<file path="src/rtl/gpio_in_capture_if.sv">
// gpio_in_capture_if
// CPU-side read bus of the GPIO input capture block.
//   rd            : single-cycle read strobe from the CPU, clears the sticky flags
//   gpio_in       : 32-bit status word presented to the CPU
//   event_pending : OR of all sticky press flags and the switch-change flag
// Modports:
//   master : CPU side (drives rd, reads status)
//   slave  : capture block side (receives rd, drives status)
interface gpio_in_capture_if;

    logic        rd;
    logic [31:0] gpio_in;
    logic        event_pending;

    modport master (
        output rd,
        input  gpio_in,
        input  event_pending
    );

    modport slave (
        input  rd,
        output gpio_in,
        output event_pending
    );

endinterface

</file>
<file path="src/rtl/gpio_in_capture.sv">
// gpio_in_capture
// Synchronizes and debounces board switches and push-buttons, records sticky
// button-press and switch-change events, and presents everything as one
// 32-bit word on the CPU gpio_in bus.
// Ports:
//   clk     : system clock
//   res     : asynchronous, active-high reset
//   sw_raw  : raw switch levels, asynchronous to clk
//   key_raw : raw button levels, active-low at the pins (0 = pressed)
//   bus     : CPU read bus (rd strobe in, gpio_in / event_pending out)
// gpio_in layout:
//   [17:0] stable switches, [21:18] stable keys (1 = pressed),
//   [25:22] press events, [30:26] zero, [31] switch-changed flag.
module gpio_in_capture #(
    parameter int unsigned SW_W            = 18,
    parameter int unsigned KEY_W           = 4,
    parameter int unsigned DEBOUNCE_CYCLES = 16
) (
    input  logic                 clk,
    input  logic                 res,
    input  logic [SW_W-1:0]      sw_raw,
    input  logic [KEY_W-1:0]     key_raw,
    gpio_in_capture_if.slave     bus
);

    localparam int unsigned NumIn = SW_W + KEY_W;
    localparam int unsigned CntW  = $clog2(DEBOUNCE_CYCLES);
    localparam logic [CntW-1:0] CntLast = CntW'(DEBOUNCE_CYCLES - 1);

    // Field widths actually mapped into gpio_in; narrower configs pad with 0.
    localparam int unsigned SwN  = (SW_W < 18) ? SW_W : 18;
    localparam int unsigned KeyN = (KEY_W < 4) ? KEY_W : 4;

    // ------------------------------------------------------------------
    // Two-flop synchronizers
    // ------------------------------------------------------------------
    logic [SW_W-1:0]  sw_s1_q,  sw_s1_d;
    logic [SW_W-1:0]  sw_s2_q,  sw_s2_d;
    logic [KEY_W-1:0] key_s1_q, key_s1_d;
    logic [KEY_W-1:0] key_s2_q, key_s2_d;

    always_comb begin
        sw_s1_d  = sw_raw;
        sw_s2_d  = sw_s1_q;
        key_s1_d = key_raw;
        key_s2_d = key_s1_q;
    end

    // Keys are flipped here so every later stage sees 1 = pressed.
    logic [NumIn-1:0] in_s2;
    assign in_s2 = {~key_s2_q, sw_s2_q};

    // ------------------------------------------------------------------
    // Per-bit debounce: one counter per input bit
    // ------------------------------------------------------------------
    logic [NumIn-1:0] stable_q, stable_d;
    logic [CntW-1:0]  cnt_q [NumIn];
    logic [CntW-1:0]  cnt_d [NumIn];
    logic [NumIn-1:0] accept;

    always_comb begin
        stable_d = stable_q;
        accept   = '0;
        for (int i = 0; i < int'(NumIn); i++) begin
            // Any cycle agreeing with the stable level restarts the count,
            // which is what throws away short glitches.
            cnt_d[i] = '0;
            if (in_s2[i] != stable_q[i]) begin
                if (cnt_q[i] == CntLast) begin
                    accept[i]   = 1'b1;
                    stable_d[i] = in_s2[i];
                end else begin
                    cnt_d[i] = cnt_q[i] + CntW'(1);
                end
            end
        end
    end

    // ------------------------------------------------------------------
    // Sticky event flags (set wins over a same-edge read clear)
    // ------------------------------------------------------------------
    logic [KEY_W-1:0] press_evt_q, press_evt_d;
    logic             sw_changed_q, sw_changed_d;
    logic [KEY_W-1:0] key_rise;
    logic             sw_update;

    always_comb begin
        // Only an accepted transition to 1 (released -> pressed) is an event.
        key_rise     = accept[NumIn-1:SW_W] & stable_d[NumIn-1:SW_W];
        sw_update    = |accept[SW_W-1:0];
        press_evt_d  = key_rise | (press_evt_q & ~{KEY_W{bus.rd}});
        sw_changed_d = sw_update | (sw_changed_q & ~bus.rd);
    end

    // ------------------------------------------------------------------
    // State registers
    // ------------------------------------------------------------------
    always_ff @(posedge clk or posedge res) begin
        if (res) begin
            sw_s1_q      <= '0;
            sw_s2_q      <= '0;
            key_s1_q     <= '1;
            key_s2_q     <= '1;
            stable_q     <= '0;
            press_evt_q  <= '0;
            sw_changed_q <= 1'b0;
            for (int i = 0; i < int'(NumIn); i++) begin
                cnt_q[i] <= '0;
            end
        end else begin
            sw_s1_q      <= sw_s1_d;
            sw_s2_q      <= sw_s2_d;
            key_s1_q     <= key_s1_d;
            key_s2_q     <= key_s2_d;
            stable_q     <= stable_d;
            press_evt_q  <= press_evt_d;
            sw_changed_q <= sw_changed_d;
            for (int i = 0; i < int'(NumIn); i++) begin
                cnt_q[i] <= cnt_d[i];
            end
        end
    end

    // ------------------------------------------------------------------
    // Status word, straight from registers so a read sees pre-clear flags
    // ------------------------------------------------------------------
    logic [17:0] sw_field;
    logic [3:0]  key_field;
    logic [3:0]  evt_field;

    always_comb begin
        sw_field  = '0;
        key_field = '0;
        evt_field = '0;
        sw_field[SwN-1:0]   = stable_q[SwN-1:0];
        key_field[KeyN-1:0] = stable_q[SW_W +: KeyN];
        evt_field[KeyN-1:0] = press_evt_q[KeyN-1:0];
        bus.gpio_in         = {sw_changed_q, 5'b0_0000, evt_field, key_field, sw_field};
        bus.event_pending   = (|press_evt_q) | sw_changed_q;
    end

endmodule

</file>
<file path="src/flat_wrapper.sv">
// flat-port wrapper written by rule: the top's interface ports become plain ports
module gpio_in_capture_flat 
#(
    parameter int unsigned SW_W            = 18,
    parameter int unsigned KEY_W           = 4,
    parameter int unsigned DEBOUNCE_CYCLES = 16
)
  (clk, res, sw_raw, key_raw, bus_rd, bus_gpio_in, bus_event_pending);
  gpio_in_capture_if bus_i ();
  input  logic clk;
  input  logic res;
  input  logic [SW_W-1:0] sw_raw;
  input  logic [KEY_W-1:0] key_raw;
  input wire logic [$bits(bus_i.rd)-1:0] bus_rd;
  output wire logic [$bits(bus_i.gpio_in)-1:0] bus_gpio_in;
  output wire logic [$bits(bus_i.event_pending)-1:0] bus_event_pending;
  assign bus_i.rd = bus_rd;
  assign bus_gpio_in = bus_i.gpio_in;
  assign bus_event_pending = bus_i.event_pending;
  gpio_in_capture #(.SW_W(SW_W), .KEY_W(KEY_W), .DEBOUNCE_CYCLES(DEBOUNCE_CYCLES)) u_core (.clk(clk), .res(res), .sw_raw(sw_raw), .key_raw(key_raw), .bus(bus_i));
endmodule
</file>
<file path="config.mk">
export PLATFORM = sky130hd
export DESIGN_NAME = gpio_in_capture_flat
export DESIGN_NICKNAME = d
export VERILOG_FILES = /design/src/rtl/gpio_in_capture_if.sv /design/src/rtl/gpio_in_capture.sv /design/src/flat_wrapper.sv
export SDC_FILE = /design/constraint.sdc
export NUM_CORES = 1
export LEC_CHECK = 0
export BUFFER_PORTS_ARGS = -buffer_cell sky130_fd_sc_hd__buf_2
export CORE_UTILIZATION = 53
export DETAILED_ROUTE_END_ITERATION = 10
export PLACE_DENSITY = 0.75
export RECOVER_POWER = 25
export SETUP_SLACK_MARGIN = 0.2
export SKIP_LAST_GASP = 1
export SLEW_MARGIN = 10
export SYNTH_ARGS = -nofsm -noshare
export SYNTH_HDL_FRONTEND = slang
export SYNTH_SLANG_ARGS = --single-unit
</file>
<file path="constraint.sdc">
create_clock -name clk -period 5.4 [get_ports clk]
set_input_delay 1.08 -clock clk [delete_from_list [all_inputs] [get_ports clk]]
set_output_delay 1.08 -clock clk [all_outputs]
set_load 0.01 [all_outputs]
</file>
; Word level (Yosys, flattened, before mapping)
; Cells that the tools add are included.
[totals]
regBits = 159
latch_bits = 0
ramBits = 0
romBits = 0
wordCells = 238
n_memories = 0
[classes]
add_sub_neg = 22
n_mul = 0
n_div = 0
n_lt_le_gt_ge = 0
eq_ne = 44
shifts = 0
mux = 96
bitwise_logic = 9
n_reduce_logical = 20
[ops]
columns = operator, n
row1 = $mux 4, 44
row2 = $add 4x1->4 const B, 22
row3 = $eq 4x4->1 const B, 22
row4 = $mux 1, 52
row5 = $reduce_and 2->1, 18
row6 = $ne 1x1->1, 22
row7 = $reduce_or 18->1, 1
row8 = $and 4x4->4, 2
row9 = $not 4->4, 2
row10 = $or 4x4->4, 1
row11 = $reduce_or 4->1, 1
row12 = $or 1x1->1, 2
row13 = $and 1x1->1, 1
row14 = $not 1->1, 1

; Longest topological paths before layout
; Gate-level depths: netlist (run 1).
[depth]
depth_word = 5
depth_mapped = 6

; Least setup slack after synthesis (run 1)
; No wires, ideal clock.
[synth_path]
path_type = input to register
startpoint = input bus_rd
endpoint = register u_core.sw_changed_q
arrival_time_ps = 1733
slack_ps = 3536
cell_stages = 4
n_path_buf = 0
path_cell_list = o22ai_1 -> nor4_1 -> nand2_1 -> or3_1
[synth_between]
elab_chain_len = 3
[synth_lines]
columns = element, line
row1 = from (decl), flat_wrapper.sv:14  ; input wire logic [$bits(bus_i.rd)-1:0] bus_rd;
row2 = $not 1->1, gpio_in_capture.sv:92  ; sw_changed_d = sw_update | (sw_changed_q & ~bus.rd);
row3 = $and 1x1->1, gpio_in_capture.sv:92
row4 = $or 1x1->1, gpio_in_capture.sv:92
row5 = named net u_core.sw_changed_d, gpio_in_capture.sv:83  ; logic sw_changed_q, sw_changed_d;
row6 = to (signal assigned), gpio_in_capture.sv:117  ; sw_changed_q <= sw_changed_d;
row7 = to (decl), gpio_in_capture.sv:83
; The timed path passes the listed nets, and every way through them passes these cells.
; A chain may end at the register's enable or synchronous reset.

; Worst setup path after layout (run 1)
[layout_path]
startpoint = register u_core.press_evt_q[2], in the netlist u_core.evt_field[2]
endpoint = output bus_event_pending
[layout_between]
elab_chain_len = 2
[layout_lines]
columns = element, line
row1 = from (decl), gpio_in_capture.sv:82  ; logic [KEY_W-1:0] press_evt_q, press_evt_d;
row2 = from (signal assigned), gpio_in_capture.sv:116  ; press_evt_q <= press_evt_d;
row3 = $reduce_or 4->1, gpio_in_capture.sv:139  ; bus.event_pending = (|press_evt_q) | sw_changed_q;
row4 = $or 1x1->1, gpio_in_capture.sv:139
row5 = to (decl), flat_wrapper.sv:16  ; output wire logic [$bits(bus_i.event_pending)-1:0] bus_event_pending;
; No other way between the ends.

==> flow_metrics.py, run 1 <==
metrics = {
    "worst_hold_path": {
        "hold_class": "reg2reg",
        "holdPathStages": 0,
    },
    "clocking": {
        "clkLatencyLatePin_ns": 0.42,
        "ctsRootBufferMaster": "sky130_fd_sc_hd__clkbuf_16",
        "cts.path.max_buffers": 2,
        "cts_htree_levels": 4,
        "ctsHoldBuffers": 0,
        "path_clk_slew_ns": 0.06,
        "cts.sinks": 159,
        "postCtsSetupRepairBufs": 0,
        "postCtsResizedCells": 0,
        "inserted_clock_buffers": 17,
        "tritoncts_clock_tree": "done",
    },
    "sta": {
        "fraction_of_the_cycle_the_final_worst_path_needs": 0.430,
        "final-hold-violation-count": 0,
        "post-route-worst-setup-slack_ns": 3.08,
        "fmax_mhz": 431,
        "maxSlewHeadroom": 0.410,
        "setup_repair_after_global_routing_missed_its_margin": "no",
        "total_neg_setup_slack_ns": 0,
        "period_minus_slack_ns": 2.32,
        "measured_slew_at_the_worst_slew_check_pin_ns": 0.886,
        "holdWs_ns": 0.346,
        "finClkSkew_ns": 0.00912,
        "setup-violations-final": 0,
        "timing_max_transition_violations_final": 0,
    },
    "placement": {
        "dp_worst_setup_slack_ns": 3.26,
        "postPlaceCellArea_um2": 6680,
        "place.detailed.hpwl_um": 6700,
        "port-buffer-count": 52,
        "gp_congestion": 0.699,
    },
    "floorplan": {
        "core_region_area_um2": 11500,
        "ioPinCount": 58,
        "die_w_um": 111,
        "die_height_um": 111,
        "std_cell_rows": 39,
        "die_area_um2": 12200,
        "starting_density": 0.545,
    },
    "grt": {
        "gr-usage-all-layers": 0.178,
        "grt_remaining_overflow": 0,
        "antenna_violations_before_repair": 0,
        "first_global_vias": 3904,
        "largest_net_degree_at_the_start_of_global_routing": 160,
        "grt_first_pass_wirelength_um": 17300,
    },
    "pwr": {
        "cellPowerDensity_nw_per_um2": 352,
        "power.static_leakage_nw": 3.40,
        "vdd.ir_drop.worst_uv": 428,
        "design_power_mw": 2.54,
    },
    "worst_setup_path": {
        "worst_setup_path_start_kind": "flop",
        "worst_ep_required_time_ns": 4.32,
        "worst_r2r_path_depth": 6,
        "crit_type": "reg2out",
        "crit_slowest_cell": "sky130_fd_sc_hd__dfrtp_1",
        "critPathMaxStageDelay_ns": 0.38,
        "levels_on_crit_path": 3,
        "path_max_fanout": 3,
        "worst-path-buf-inv": 1,
        "crit_arrival_ns": 1.24,
        "crit_chain": "nor3_1 -> nand3_1 -> buf_2",
        "cp_top_family": "flip-flops",
        "timing.critical_path.to_type": "output pin",
    },
    "detailed_routing": {
        "postRouteWirelength_um": 10100,
        "num_vias": 3768,
        "post-route-drc-count": 0,
        "routed_via_density": 5.39,
        "drt_iter0_markers": 216,
        "detail_route.wl_per_cell_um": 14.4,
        "drt_pre_antenna_iters": 5,
        "ant_nets": 0,
    },
    "yosys": {
        "synthDistinctLibCells": 28,
        "syn_area_per_cell_um2": 13.2,
        "synthCells": 473,
        "sequential_element_share_of_the_synthesized_area": 0.638,
        "yosys_register_bits": 159,
        "yosysWarningCount": 0,
        "synth.cell_area_um2": 6250,
    },
    "cells_and_area": {
        "layout.nets": 590,
        "mostFrequentLayoutCell": "sky130_fd_sc_hd__dfrtp_1",
        "syn_to_final_growth_pct": 15.6,
        "finish.instance_area_um2": 7220,
        "antenna_cells": 0,
        "layout.filler_cells": 870,
        "layout-drive-gt1-share": 0.178,
        "mostFrequentLayoutCells": "sky130_fd_sc_hd__dfrtp_1 (151), sky130_fd_sc_hd__buf_2 (52), sky130_fd_sc_hd__xnor2_1 (30)",
    },
    "status": {
        "run_status": "complete, no violations",
    },
    "flow_run": {
        "maxCapViolations": 0,
    },
}
-- sequential cells by signal, indices dropped and copies added (netlist names) --
register	flops
u_core.sw_changed_q	1
u_core.evt_field	4
u_core.sw_s2_q	18
u_core.stable_q	22
u_core.key_s2_q	4
u_core.sw_s1_q	18
u_core.key_s1_q	4
u_core.cnt_q	88
-- synth_stat cells --
library cell,instances,area [um^2]
sky130_fd_sc_hd__a21o_1,8,60.1
sky130_fd_sc_hd__a21oi_1,28,140
sky130_fd_sc_hd__a311oi_1,9,78.8
sky130_fd_sc_hd__a31oi_1,8,50.1
sky130_fd_sc_hd__and3_1,3,18.8
sky130_fd_sc_hd__buf_4,6,45.0
sky130_fd_sc_hd__conb_1,1,3.75
sky130_fd_sc_hd__dfrtp_1,151,3780
sky130_fd_sc_hd__dfstp_2,8,210
sky130_fd_sc_hd__ha_1,22,275
sky130_fd_sc_hd__inv_1,24,90.1
sky130_fd_sc_hd__mux2_1,18,203
sky130_fd_sc_hd__nand2_1,5,18.8
sky130_fd_sc_hd__nand3_1,23,115
sky130_fd_sc_hd__nand4b_1,14,123
sky130_fd_sc_hd__nor2_1,27,101
sky130_fd_sc_hd__nor2b_1,18,113
sky130_fd_sc_hd__nor3_1,4,20.0
sky130_fd_sc_hd__nor3b_1,18,135
sky130_fd_sc_hd__nor4_1,2,12.5
sky130_fd_sc_hd__o21ai_0,7,35.0
sky130_fd_sc_hd__o21ai_1,11,55.1
sky130_fd_sc_hd__o22ai_1,9,56.3
sky130_fd_sc_hd__o32ai_1,4,35.0
sky130_fd_sc_hd__or3_1,1,6.26
sky130_fd_sc_hd__xnor2_1,29,254
sky130_fd_sc_hd__xnor2_2,11,179
sky130_fd_sc_hd__xor2_1,4,35.0
-- logic make-up after synthesis --
logic type | synth area share
flip-flops | 0.638
AND/OR/NAND/NOR | 0.106
AO/OA/AOI/OAI | 0.0817
XOR/XNOR | 0.0749
buffers and inverters | 0.0216
adder cells (fa/ha/maj) | 0.0441
multiplexers | 0.0324
other | 0.000600
-- routing by layer --
metal / GRT usage / vias up / share of wire
met1: 0.214 / 1874 / 0.45
li1: - / 1809 / -
met5: 0 / - / 0
met3: 0.0670 / 14 / 0.041
met4: 0.0569 / 0 / 0.011
met2: 0.295 / 71 / 0.50
-- cell type report --
class | instances | area, um^2 | share of cell area
Clock buffer | 21 | 460 | 0.0637
Tap cell | 143 | 179 | 0.0248
Clock inverter | 11 | 91.3 | 0.0126
Sequential cell | 159 | 3990 | 0.552
Timing Repair Buffer | 53 | 280 | 0.0388
Inverter | 24 | 93.8 | 0.0130
Multi-Input combinational cell | 288 | 2130 | 0.295
-- through the flow --
stage	cells	utilization
2_1_floorplan	477	-
3_3_place_gp	667	0.583
3_5_place_dp	667	0.583
4_1_cts	699	0.631
5_1_grt	699	0.630
6_report	699	0.630
-- report_power, final --
group / internal [mW] / leakage, nW / total (mW) / switching [mW]
logic: 0.0628 / 1.08 / 0.136 / 0.0736
registers: 1.25 / 2.05 / 1.30 / 0.0517
clock network: 0.653 / 0.268 / 1.10 / 0.451
-- final timing paths --
kind / startpoint / to / slack, ns
setup / recovery: u_core.evt_field[2] / bus_event_pending / 3.08
hold / removal: u_core.sw_s1_q[15] / u_core.sw_s2_q[15] / 0.35
hold reg to reg: u_core.sw_s1_q[15] / u_core.sw_s2_q[15] / 0.35
max in group asynchronous: res / u_core.sw_s1_q[1] / 3.85
setup reg to reg: u_core.cnt_q[24] / u_core.sw_changed_q / 3.42
min in group asynchronous: res / u_core.stable_q[7] / 0.84
No activity file was read; power rests on OpenSTA's default activity.
==> run 2: changes to the inputs <==
clock period = 1.9 ns   (was 5.4 ns; I/O delays follow)
==> run 2 against run 1 <==
Critical path depth grew 4. Setup slack lost 2.8 ns. Register-to-register slack lost 3.2 ns. Final area grew 5.4%. First-iteration DRC count shrank 13%. Largest power group unchanged. Worst hold slack lost 0.29 ns. Via count grew 4.6%. Sequential share of layout area shrank 2.8 points. Final cell count grew 4.6%. Sequential power grew to 2.9 times the previous value. Critical endpoint is now u_core.sw_changed_q. Largest cell class unchanged. Die area is the same. Utilization grew 3.4 points.
==> flow_metrics.py, run 2 (synthesis gave the netlist of run 1 again) <==
metrics = {
    "pwr": {
        "clock_power_share": 0.447,
        "vdd.ir_drop.worst_uv": 832,
        "p_seq_frac": 0.492,
        "p_int_mw": 5.87,
        "share_comb_of_total_power": 0.061,
        "switching_power_of_the_nets_mw": 1.67,
        "power.share.switching": 0.222,
        "power.static_leakage_nw": 3.50,
        "cellPowerDensity_nw_per_um2": 991,
    },
    "clocking": {
        "clkLatencyLatePin_ns": 0.42,
        "path_clk_slew_ns": 0.06,
        "ctsRootBufferMaster": "sky130_fd_sc_hd__clkbuf_16",
        "cts.sinks": 159,
        "tritoncts_clock_tree": "done",
        "cts_htree_levels": 4,
        "cts.path.max_buffers": 2,
        "inserted_clock_buffers": 17,
    },
    "worst_setup_path": {
        "crit_arrival_ns": 1.96,
        "worst_setup_path_start_kind": "flop",
        "timing.critical_path.to_type": "flop",
        "worst_ep_required_time_ns": 2.20,
        "path_max_fanout": 3,
        "reg2reg_slack_ns": 0.24,
        "crit_type": "reg2reg",
    },
    "floorplan": {
        "die_height_um": 111,
        "ioPinCount": 58,
        "die_w_um": 111,
        "core_region_area_um2": 11500,
        "die_area_um2": 12200,
        "std_cell_rows": 39,
        "starting_density": 0.545,
    },
    "detailed_routing": {
        "post-route-drc-count": 0,
        "ant_nets": 0,
        "routed_via_density": 5.39,
        "drt_pre_antenna_iters": 4,
        "postRouteWirelength_um": 10800,
        "detail_route.wl_per_cell_um": 14.8,
        "drt_iter0_markers": 189,
        "num_vias": 3941,
    },
    "sta": {
        "period_minus_slack_ns": 1.66,
        "measured_slew_at_the_worst_slew_check_pin_ns": 0.843,
        "final-hold-violation-count": 0,
        "maxSlewHeadroom": 0.435,
        "setup_repair_after_global_routing_missed_its_margin": "yes",
        "fraction_of_the_cycle_the_final_worst_path_needs": 0.875,
        "fmax_mhz": 601,
        "post-route-worst-setup-slack_ns": 0.237,
        "finClkSkew_ns": 0.00708,
        "setup-violations-final": 0,
        "timing_max_transition_violations_final": 0,
    },
    "placement": {
        "dp_worst_setup_slack_ns": 0.101,
        "port-buffer-count": 52,
        "place.detailed.hpwl_um": 7110,
        "gp_congestion": 0.771,
        "place.detailed.instances": 681,
    },
    "cells_and_area": {
        "top_regs": "u_core.cnt_q x88, u_core.stable_q x22",
        "mostFrequentLayoutCell": "sky130_fd_sc_hd__dfrtp_1",
        "antenna_cells": 0,
        "syn_to_final_growth_pct": 21.9,
        "layout.nets": 622,
        "layout.filler_cells": 831,
        "mostFrequentLayoutCells": "sky130_fd_sc_hd__dfrtp_1 (149), sky130_fd_sc_hd__buf_2 (52), sky130_fd_sc_hd__xnor2_1 (35)",
        "stdcell_count": 731,
        "flip_flop_count_of_the_largest_register_all_copies_and_words_added": 88,
        "top_register": "u_core.cnt_q",
        "finalCoreUtilization": 0.664,
        "layout-drive-gt1-share": 0.245,
    },
    "grt": {
        "grt_first_pass_wirelength_um": 17900,
        "antenna_violations_before_repair": 0,
        "first_global_vias": 4029,
        "largest_net_degree_at_the_start_of_global_routing": 49,
        "gr-usage-all-layers": 0.186,
        "grt_remaining_overflow": 0,
    },
    "worst_hold_path": {
        "hold_class": "in2reg",
    },
    "status": {
        "run_status": "complete, no violations",
    },
    "flow_run": {
        "maxCapViolations": 0,
    },
}
run 2: area by class of cell:
cell class	instances	area (um^2)	area share
flip-flops and latches	159	3990	0.524
multi-input cells	288	2270	0.298
repair buffers	85	494	0.0649
clock buffers	21	450	0.0591
well taps	143	179	0.0235
clock inverters	11	140	0.0184
inverters	24	91.3	0.0120
run 2: final timing paths:
| check | from | end | cells past startpoint |
|---|---|---|---|
| worst min-delay path | key_raw[2] | u_core.key_s1_q[2] | 1 |
| max in group asynchronous | res | u_core.key_s2_q[0] | 4 |
| min in group asynchronous | res | u_core.cnt_q[51] | 3 |
| worst max register to register | u_core.cnt_q[29] | u_core.sw_changed_q | 7 |
| worst min register to register | u_core.sw_s1_q[15] | u_core.sw_s2_q[15] | 0 |
| worst max-delay path | u_core.cnt_q[29] | u_core.sw_changed_q | 7 |
run 2: critical path, cell delays in order, from the launching register on:
cell                      delay (ns)
sky130_fd_sc_hd__dfrtp_1        0.43
sky130_fd_sc_hd__ha_4           0.20
sky130_fd_sc_hd__nand3_4        0.09
sky130_fd_sc_hd__o22ai_2        0.09
sky130_fd_sc_hd__nor4_2         0.25
sky130_fd_sc_hd__buf_4          0.14
sky130_fd_sc_hd__nand2_1        0.04
sky130_fd_sc_hd__or3_1          0.30
run 2: power by group through the flow:
stage / registers (mW) / clock network (mW) / logic, mW
final: 3.71 / 3.37 / 0.464
after detailed placement: 3.76 / 0 / 0.421
after CTS: 3.70 / 3.44 / 0.440
after floorplan: 3.72 / 0 / 0.307
after global routing: 3.73 / 3.56 / 0.534
after global placement: 3.74 / 0 / 0.398
run 2: metrics by stage:
stage | hold slack [ns] | TNS (ns) | power [mW] | cell area, um^2
2_1_floorplan | 0.331 | -73.74 | 4.03 | 6270
3_3_place_gp | 0.333 | 0 | 4.14 | 6800
3_5_place_dp | 0.335 | 0 | 4.18 | 6800
4_1_cts | 0.0402 | 0 | 7.57 | 7470
5_1_grt | 0.0389 | 0 | 7.82 | 7620
6_report | 0.0576 | 0 | 7.55 | 7620
run 2: what timing repair did:
| action | in CTS | in global routing |
|---|---|---|
| hold buffers | 1 | 0 |
| setup buffers | 3 | 14 |
| setup endpoints to repair | 1 | 1 |
| gates resized for setup | 13 | 28 |
| pin swaps | 3 | 13 |
| endpoints found under the hold margin | 12 | 0 |
run 2: layer usage:
layer	global-route usage	vias up	share of wire
li1	-	1878	-
met1	0.227	1978	0.44
met2	0.301	72	0.51
met3	0.0664	13	0.042
met4	0.0729	0	0.011
met5	0	-	0
